File: src/rtl/tl_xbar_pkg.sv
// tl_xbar_pkg: TileLink-UL opcodes and sizing helpers shared by the N:1 crossbar.
package tl_xbar_pkg;
  localparam logic [2:0] PUT_FULL = 3'd0;
  localparam logic [2:0] PUT_PARTIAL = 3'd1;
  localparam logic [2:0] GET = 3'd4;
  localparam logic [2:0] ACCESS_ACK = 3'd0;
  localparam logic [2:0] ACCESS_ACK_DATA = 3'd1;
  function automatic int clog2(input int n);
    return n <= 2 ? 1 : $clog2(n);
  endfunction
  // Puts larger than the bus width span 2^size/bytes beats; everything else is one beat.
  function automatic logic [31:0] beats_from_size(input logic [2:0] opcode, input int unsigned size, input int unsigned lg_bytes);
    return ((opcode == PUT_FULL || opcode == PUT_PARTIAL) && size > lg_bytes) ? 32'd1 << (size - lg_bytes) : 32'd1;
  endfunction
endpackage

File: src/rtl/tl_xbar_nto1_arb.sv
// tl_rr_arbiter: N-way round-robin grant with a sticky owner override.
module tl_rr_arbiter import tl_xbar_pkg::*; #(
  parameter int N = 2,
  parameter int W = clog2(N)
) (
  input  logic         clock,
  input  logic         reset,
  input  logic [N-1:0] req,
  input  logic         hold,
  input  logic [W-1:0] owner,
  input  logic         advance,
  output logic [W-1:0] grant
);
  logic [W-1:0] rr_ptr, scan, c;
  // Scan downward so the client nearest rr_ptr is the last (winning) write.
  always_comb begin
    scan = rr_ptr;
    c = '0;
    for (int k = N - 1; k >= 0; k--) begin
      c = W'((int'(rr_ptr) + k) % N);
      if (req[c]) scan = c;
    end
  end
  assign grant = hold ? owner : scan;
  always_ff @(posedge clock or posedge reset)
    if (reset) rr_ptr <= '0;
    else if (advance) rr_ptr <= (grant == W'(N - 1)) ? '0 : grant + 1'b1;
endmodule

File: src/rtl/tl_xbar_nto1.sv
// tl_xbar_nto1: N-to-1 TileLink-UL crossbar; round-robin A with burst lock and source prefixing, D steered by prefix.
// Define TL_XBAR_PERF_EN to get saturating per-client first-beat grant counters on perf_grants.
module tl_xbar_nto1 import tl_xbar_pkg::*; #(
  parameter int N_IN = 2,
  parameter int SRC_W = 3,
  parameter int ADDR_W = 31,
  parameter int DATA_W = 64,
  parameter int SIZE_W = 4,
  localparam int PFX_W = clog2(N_IN),
  localparam int OSRC_W = SRC_W + PFX_W,
  localparam int MASK_W = DATA_W / 8
) (
  input  logic                     clock,
  input  logic                     reset,
  input  logic [N_IN-1:0]          in_a_valid,
  output logic [N_IN-1:0]          in_a_ready,
  input  logic [3*N_IN-1:0]        in_a_opcode,
  input  logic [3*N_IN-1:0]        in_a_param,
  input  logic [SIZE_W*N_IN-1:0]   in_a_size,
  input  logic [SRC_W*N_IN-1:0]    in_a_source,
  input  logic [ADDR_W*N_IN-1:0]   in_a_address,
  input  logic [MASK_W*N_IN-1:0]   in_a_mask,
  input  logic [DATA_W*N_IN-1:0]   in_a_data,
  input  logic [N_IN-1:0]          in_a_corrupt,
  output logic [N_IN-1:0]          in_d_valid,
  input  logic [N_IN-1:0]          in_d_ready,
  output logic [2:0]               in_d_opcode,
  output logic [1:0]               in_d_param,
  output logic [SIZE_W-1:0]        in_d_size,
  output logic [SRC_W-1:0]         in_d_source,
  output logic                     in_d_sink,
  output logic                     in_d_denied,
  output logic [DATA_W-1:0]        in_d_data,
  output logic                     in_d_corrupt,
  output logic                     out_a_valid,
  input  logic                     out_a_ready,
  output logic [2:0]               out_a_opcode,
  output logic [2:0]               out_a_param,
  output logic [SIZE_W-1:0]        out_a_size,
  output logic [OSRC_W-1:0]        out_a_source,
  output logic [ADDR_W-1:0]        out_a_address,
  output logic [MASK_W-1:0]        out_a_mask,
  output logic [DATA_W-1:0]        out_a_data,
  output logic                     out_a_corrupt,
  input  logic                     out_d_valid,
  output logic                     out_d_ready,
  input  logic [2:0]               out_d_opcode,
  input  logic [1:0]               out_d_param,
  input  logic [SIZE_W-1:0]        out_d_size,
  input  logic [OSRC_W-1:0]        out_d_source,
  input  logic                     out_d_sink,
  input  logic                     out_d_denied,
  input  logic [DATA_W-1:0]        out_d_data,
  input  logic                     out_d_corrupt,
  output logic [32*N_IN-1:0]       perf_grants
);
  logic locked, hold, fire, first_fire, d_legal;
  logic [PFX_W-1:0] owner, grant, d_idx;
  logic [31:0] beats_left, beats;
  tl_rr_arbiter #(.N(N_IN), .W(PFX_W)) u_arb (
    .clock(clock), .reset(reset), .req(in_a_valid), .hold(locked || hold),
    .owner(owner), .advance(first_fire), .grant(grant)
  );
  assign out_a_valid = !reset && in_a_valid[grant];
  assign fire = out_a_valid && out_a_ready;
  assign first_fire = fire && !locked;
  assign in_a_ready = fire ? N_IN'(1) << grant : '0;
  assign out_a_opcode = in_a_opcode[3*grant +: 3];
  assign out_a_param = in_a_param[3*grant +: 3];
  assign out_a_size = in_a_size[SIZE_W*grant +: SIZE_W];
  assign out_a_source = {grant, in_a_source[SRC_W*grant +: SRC_W]};
  assign out_a_address = in_a_address[ADDR_W*grant +: ADDR_W];
  assign out_a_mask = in_a_mask[MASK_W*grant +: MASK_W];
  assign out_a_data = in_a_data[DATA_W*grant +: DATA_W];
  assign out_a_corrupt = in_a_corrupt[grant];
  assign beats = beats_from_size(out_a_opcode, 32'(out_a_size), $clog2(MASK_W));
  // A stalled beat pins the grant; a multi-beat put pins it until its last beat fires.
  always_ff @(posedge clock or posedge reset)
    if (reset) begin
      locked <= 1'b0;
      hold <= 1'b0;
      owner <= '0;
      beats_left <= '0;
    end else if (out_a_valid && !out_a_ready) begin
      hold <= 1'b1;
      owner <= grant;
    end else if (fire) begin
      hold <= 1'b0;
      if (locked) begin
        beats_left <= beats_left - 1;
        locked <= beats_left != 32'd1;
      end else if (beats > 32'd1) begin
        locked <= 1'b1;
        owner <= grant;
        beats_left <= beats - 1;
      end
    end
  assign d_idx = out_d_source[OSRC_W-1:SRC_W];
  assign d_legal = int'(d_idx) < N_IN;
  // Responses for a nonexistent prefix are swallowed so the manager never stalls.
  assign in_d_valid = (d_legal && out_d_valid) ? N_IN'(1) << d_idx : '0;
  assign out_d_ready = !d_legal || in_d_ready[d_idx];
  assign in_d_opcode = out_d_opcode;
  assign in_d_param = out_d_param;
  assign in_d_size = out_d_size;
  assign in_d_source = out_d_source[SRC_W-1:0];
  assign in_d_sink = out_d_sink;
  assign in_d_denied = out_d_denied;
  assign in_d_data = out_d_data;
  assign in_d_corrupt = out_d_corrupt;
`ifdef TL_XBAR_PERF_EN
  for (genvar i = 0; i < N_IN; i++) begin : g_perf
    logic [31:0] cnt;
    always_ff @(posedge clock or posedge reset)
      if (reset) cnt <= '0;
      else if (first_fire && grant == PFX_W'(i) && cnt != '1) cnt <= cnt + 1;
    assign perf_grants[32*i +: 32] = cnt;
  end
`else
  assign perf_grants = '0;
`endif
endmodule

File: config.mk
export PLATFORM = sky130hd
export DESIGN_NAME = tl_xbar_nto1
export DESIGN_NICKNAME = d
export VERILOG_FILES = /design/src/rtl/tl_xbar_pkg.sv /design/src/rtl/tl_xbar_nto1_arb.sv /design/src/rtl/tl_xbar_nto1.sv
export SDC_FILE = /design/constraint.sdc
export NUM_CORES = 1
export LEC_CHECK = 0
export ABC_AREA = 1
export BUFFER_PORTS_ARGS = -buffer_cell sky130_fd_sc_hd__buf_2
export CELL_PAD_IN_SITES_DETAIL_PLACEMENT = 0
export CELL_PAD_IN_SITES_GLOBAL_PLACEMENT = 2
export CORE_AREA = 2 2 229 231
export DETAILED_ROUTE_END_ITERATION = 10
export DIE_AREA = 0 0 231 233
export GPL_TIMING_DRIVEN = 0
export PLACE_DENSITY_LB_ADDON = 0.05
export SLEW_MARGIN = 20
export SYNTH_ARGS = -nofsm -noshare
export SYNTH_HDL_FRONTEND = slang
export SYNTH_SLANG_ARGS = --single-unit
File: constraint.sdc
create_clock -name clock -period 4.4 [get_ports clock]
set_clock_uncertainty 0.15 [all_clocks]
set_input_delay 0.44 -clock clock [delete_from_list [all_inputs] [get_ports clock]]
set_output_delay 0.44 -clock clock [all_outputs]
set_load 0.01 [all_outputs]
==> results.json <==
{
  "grt.total_usage": 0.134,
  "clockBufferDepth": 2,
  "peakVddDrop_mv": 0.149,
  "synth_mux_area_frac": 0.00199,
  "num_io_pins": 589,
  "async_reset_ff_frac": 1.00,
  "finalCritPeriodShare": 0.820,
  "powerDensity_nw_per_um2": 625,
  "postSynthAreaPerCell_um2": 5.66,
  "status": "finished, final reports clean",
  "ys.flop_type": "dfrtp_1",
  "dp_cells": 2189,
  "setup_tns_ps": 0,
  "die_h_um": 233,
  "p_leak_nw": 5.56,
  "cp_data_arrival_time_ps": 3670,
  "synth_compound_area_frac": 0.0655,
  "synth_top_family_by_area": "simple AND/OR/NAND/NOR gates",
  "yosys_warnings": 0,
  "viasPerCell": 3.35,
  "end_kind": "flop",
  "tightestPinTransition_ps": 780,
  "synth_cell_types": 47,
  "core_um2": 51100,
  "drc": 0,
  "grt-ovfl-total": 0,
  "dpl.hpwl_um": 33500,
  "hold_viol": 0,
  "synth-xor-area-share": 0.0186,
  "timing.fmax_mhz": 277,
  "cts_root_buffer": "clkbuf_16",
  "dr_total_vias": 7414,
  "startpoint_type": "flop",
  "post_drt_wl_per_cell_um": 17.1,
  "grt_pass1_vias": 7283,
  "period_needed_ps": 3610,
  "cts_tree": "done",
  "drtAntennaViolNets": 0,
  "port_buffers": 445,
  "std_cell_rows": 83,
  "crit_required_ps": 4460,
  "drive_above_1_share": 0.435,
  "synthAdderAreaFrac": 0.0111,
  "critPathKind": "reg2reg",
  "synth_area_um2": 5660,
  "dieWidth_um": 231,
  "cts_resized": 0,
  "rsz0062_at_grt": "false",
  "setup_viol": 0,
  "dieArea_um2": 53800,
  "clkTransAtPathRegs_ps": 60,
  "slew-limit-headroom": 0.480,
  "synthSimpleGateAreaFrac": 0.477,
  "final_nets": 1843,
  "postCtsSetupRepairBufs": 0,
  "critPathMaxFanout": 10,
  "gp_congestion": 0.765,
  "clk_latency_ps": 300,
  "synth_seq_area_share": 0.159,
  "h-tree-depth": 2,
  "final_max_slew_viol_count": 0,
  "hold_path.class": "in2async",
  "drt_iter0_drc": 243,
  "start_util": 0.111,
  "wl_um": 37900,
  "cts_made_buffers": 5,
  "postCtsHoldBufs": 0,
  "clock-sinks": 36,
  "fin_cells": 2212,
  "antenna_found_initial": 36,
  "max-cap-violations": 0,
  "grt_first_pass_wirelength_um": 52000,
  "drt_pass1_iterations": 4,
  "syn_to_final_growth_pct": 62.4,
  "ys_seq_elements": 36,
  "synth-edff-count": 0,
  "ff2ff_setup_slack_ps": 790,
  "netlist_instances": 1000,
  "grt_max_degree": 21
}
==> cells in the mapped netlist, types with 2 or more instances <==
master    count  area (um^2)
xnor2_1       6         52.6
o21ai_0      34          170
nor2_1       65          244
buf_1         2         7.51
nand3_2       2         20.0
clkbuf_1     27          101
dfrtp_1      36          901
nor4_1        3         18.8
nand4_1      10         62.6
buf_6         4         45.0
nor2_2        4         25.0
a21boi_0      2         15.0
nand2_1     474         1780
buf_4       145         1090
nand3_1      29          145
ha_1          5         62.6
inv_2         5         18.8
nand2_2      19          119
o21ai_1       8         40.0
inv_1        57          214
nor2_4        2         22.5
nand2_8       2         40.0
o21ai_2       2         17.5
nor3_1        9         45.0
nand2_4       7         78.8
buf_2         3         15.0
a21oi_1      13         65.1
xor2_1        6         52.6
==> cells in the final DEF (no fill, tap or decap), drive strengths merged <==
master	n
xor2	6
nor3	10
mux2	1
nand2	502
and2	1
buf	600
o21bai	2
a21boi	2
dfrtp	36
nor4	3
o22ai	1
diode	16
inv	63
nand3	32
clkinv	1
a21oi	13
nor3b	1
a21o	1
o21ai	45
nand4	11
ha	5
conb	64
nor2	72
or2	1
nand3b	2
clkbuf	34
xnor2	6
a22oi	1
==> path summary, 6_finish.rpt <==
kind,start,to,cells past startpoint
max,locked$_DFFE_PP0P_,beats_left[19]$_DFFE_PP0P_,25
min,reset,u_arb.rr_ptr$_DFFE_PP0P_,2
max reg2reg,locked$_DFFE_PP0P_,beats_left[19]$_DFFE_PP0P_,25
min reg2reg,beats_left[1]$_DFFE_PP0P_,beats_left[1]$_DFFE_PP0P_,2
max in group asynchronous,reset,beats_left[18]$_DFFE_PP0P_,3
min in group clock,out_a_ready,hold$_DFFE_PP0P_,4
==> critical path: stages, from the launching register on <==
cell	delay, ps
dfrtp_1	370
buf_6	140
inv_6	70
nand2_4	60
nor2_4	160
nand2_8	90
nand2_8	90
nand2_1	50
nand2_1	130
ha_1	200
inv_1	70
nand3_1	120
nand2_4	90
inv_2	90
nor2_2	80
o21ai_4	190
ha_1	240
inv_1	80
nor2_4	160
nand2_1	90
nand2_1	80
nand2_2	60
nand2_4	90
buf_2	340
nand2_1	110
o21ai_1	100
==> final cells by class <==
type,instances,area (um^2)
timing repair buffer,446,2250
tap,680,851
antenna,16,40.0
fill,6037,41900
multi-input combinational,782,3490
clock buffer,7,153
inverter,64,245
sequential,36,901
buffer,181,1260
==> layer usage <==
metal	up-vias	wire [um]	GRT usage
met1	3172	13500	0.138
li1	3910	-	-
met4	38	740	0.0304
met3	64	3290	0.0567
met2	230	20100	0.250
met5	-	243	0
==> power by group <==
part           leakage [nW]  internal [W]  total (W)  switching (W)
Sequential            0.477      0.000464   0.000630       0.000166
Clock                0.0761      0.000239   0.000399       0.000161
Combinational          5.01       0.00155    0.00471        0.00316
Total                  5.56       0.00225    0.00574        0.00349
==> stage by stage <==
stage               hold slack (ps)  total power, W  setup WS, ps  utilization  cell area [um^2]
finish                         16.7         0.00574           790        0.180              9180
global route                   57.0         0.00644           448        0.179              9160
CTS                            38.7         0.00597           717        0.179              9140
detailed placement              353         0.00554           712        0.176              8990
global placement                355         0.00561           687        0.176              8970
floorplan                       325         0.00348          1250            -              5890
==> kinds of logic (layout without fill, tap and decap cells) <==
kind of cell / count (synthesis) / count (layout)
AND/OR/NAND/NOR: 635 / 635
buffers and inverters: 245 / 698
AO/OA/AOI/OAI: 65 / 65
flip-flops: 36 / 36
XOR/XNOR: 12 / 12
adder cells (fa/ha/maj): 5 / 5
other: 1 / 80
multiplexers: 1 / 1
==> flip-flops by register name (all words and copies together) (netlist names) <==
name and flops:
beats_left 32, u_arb.rr_ptr 1, locked 1, owner 1, hold 1
Note: power is estimated with default switching activity, not from simulation.
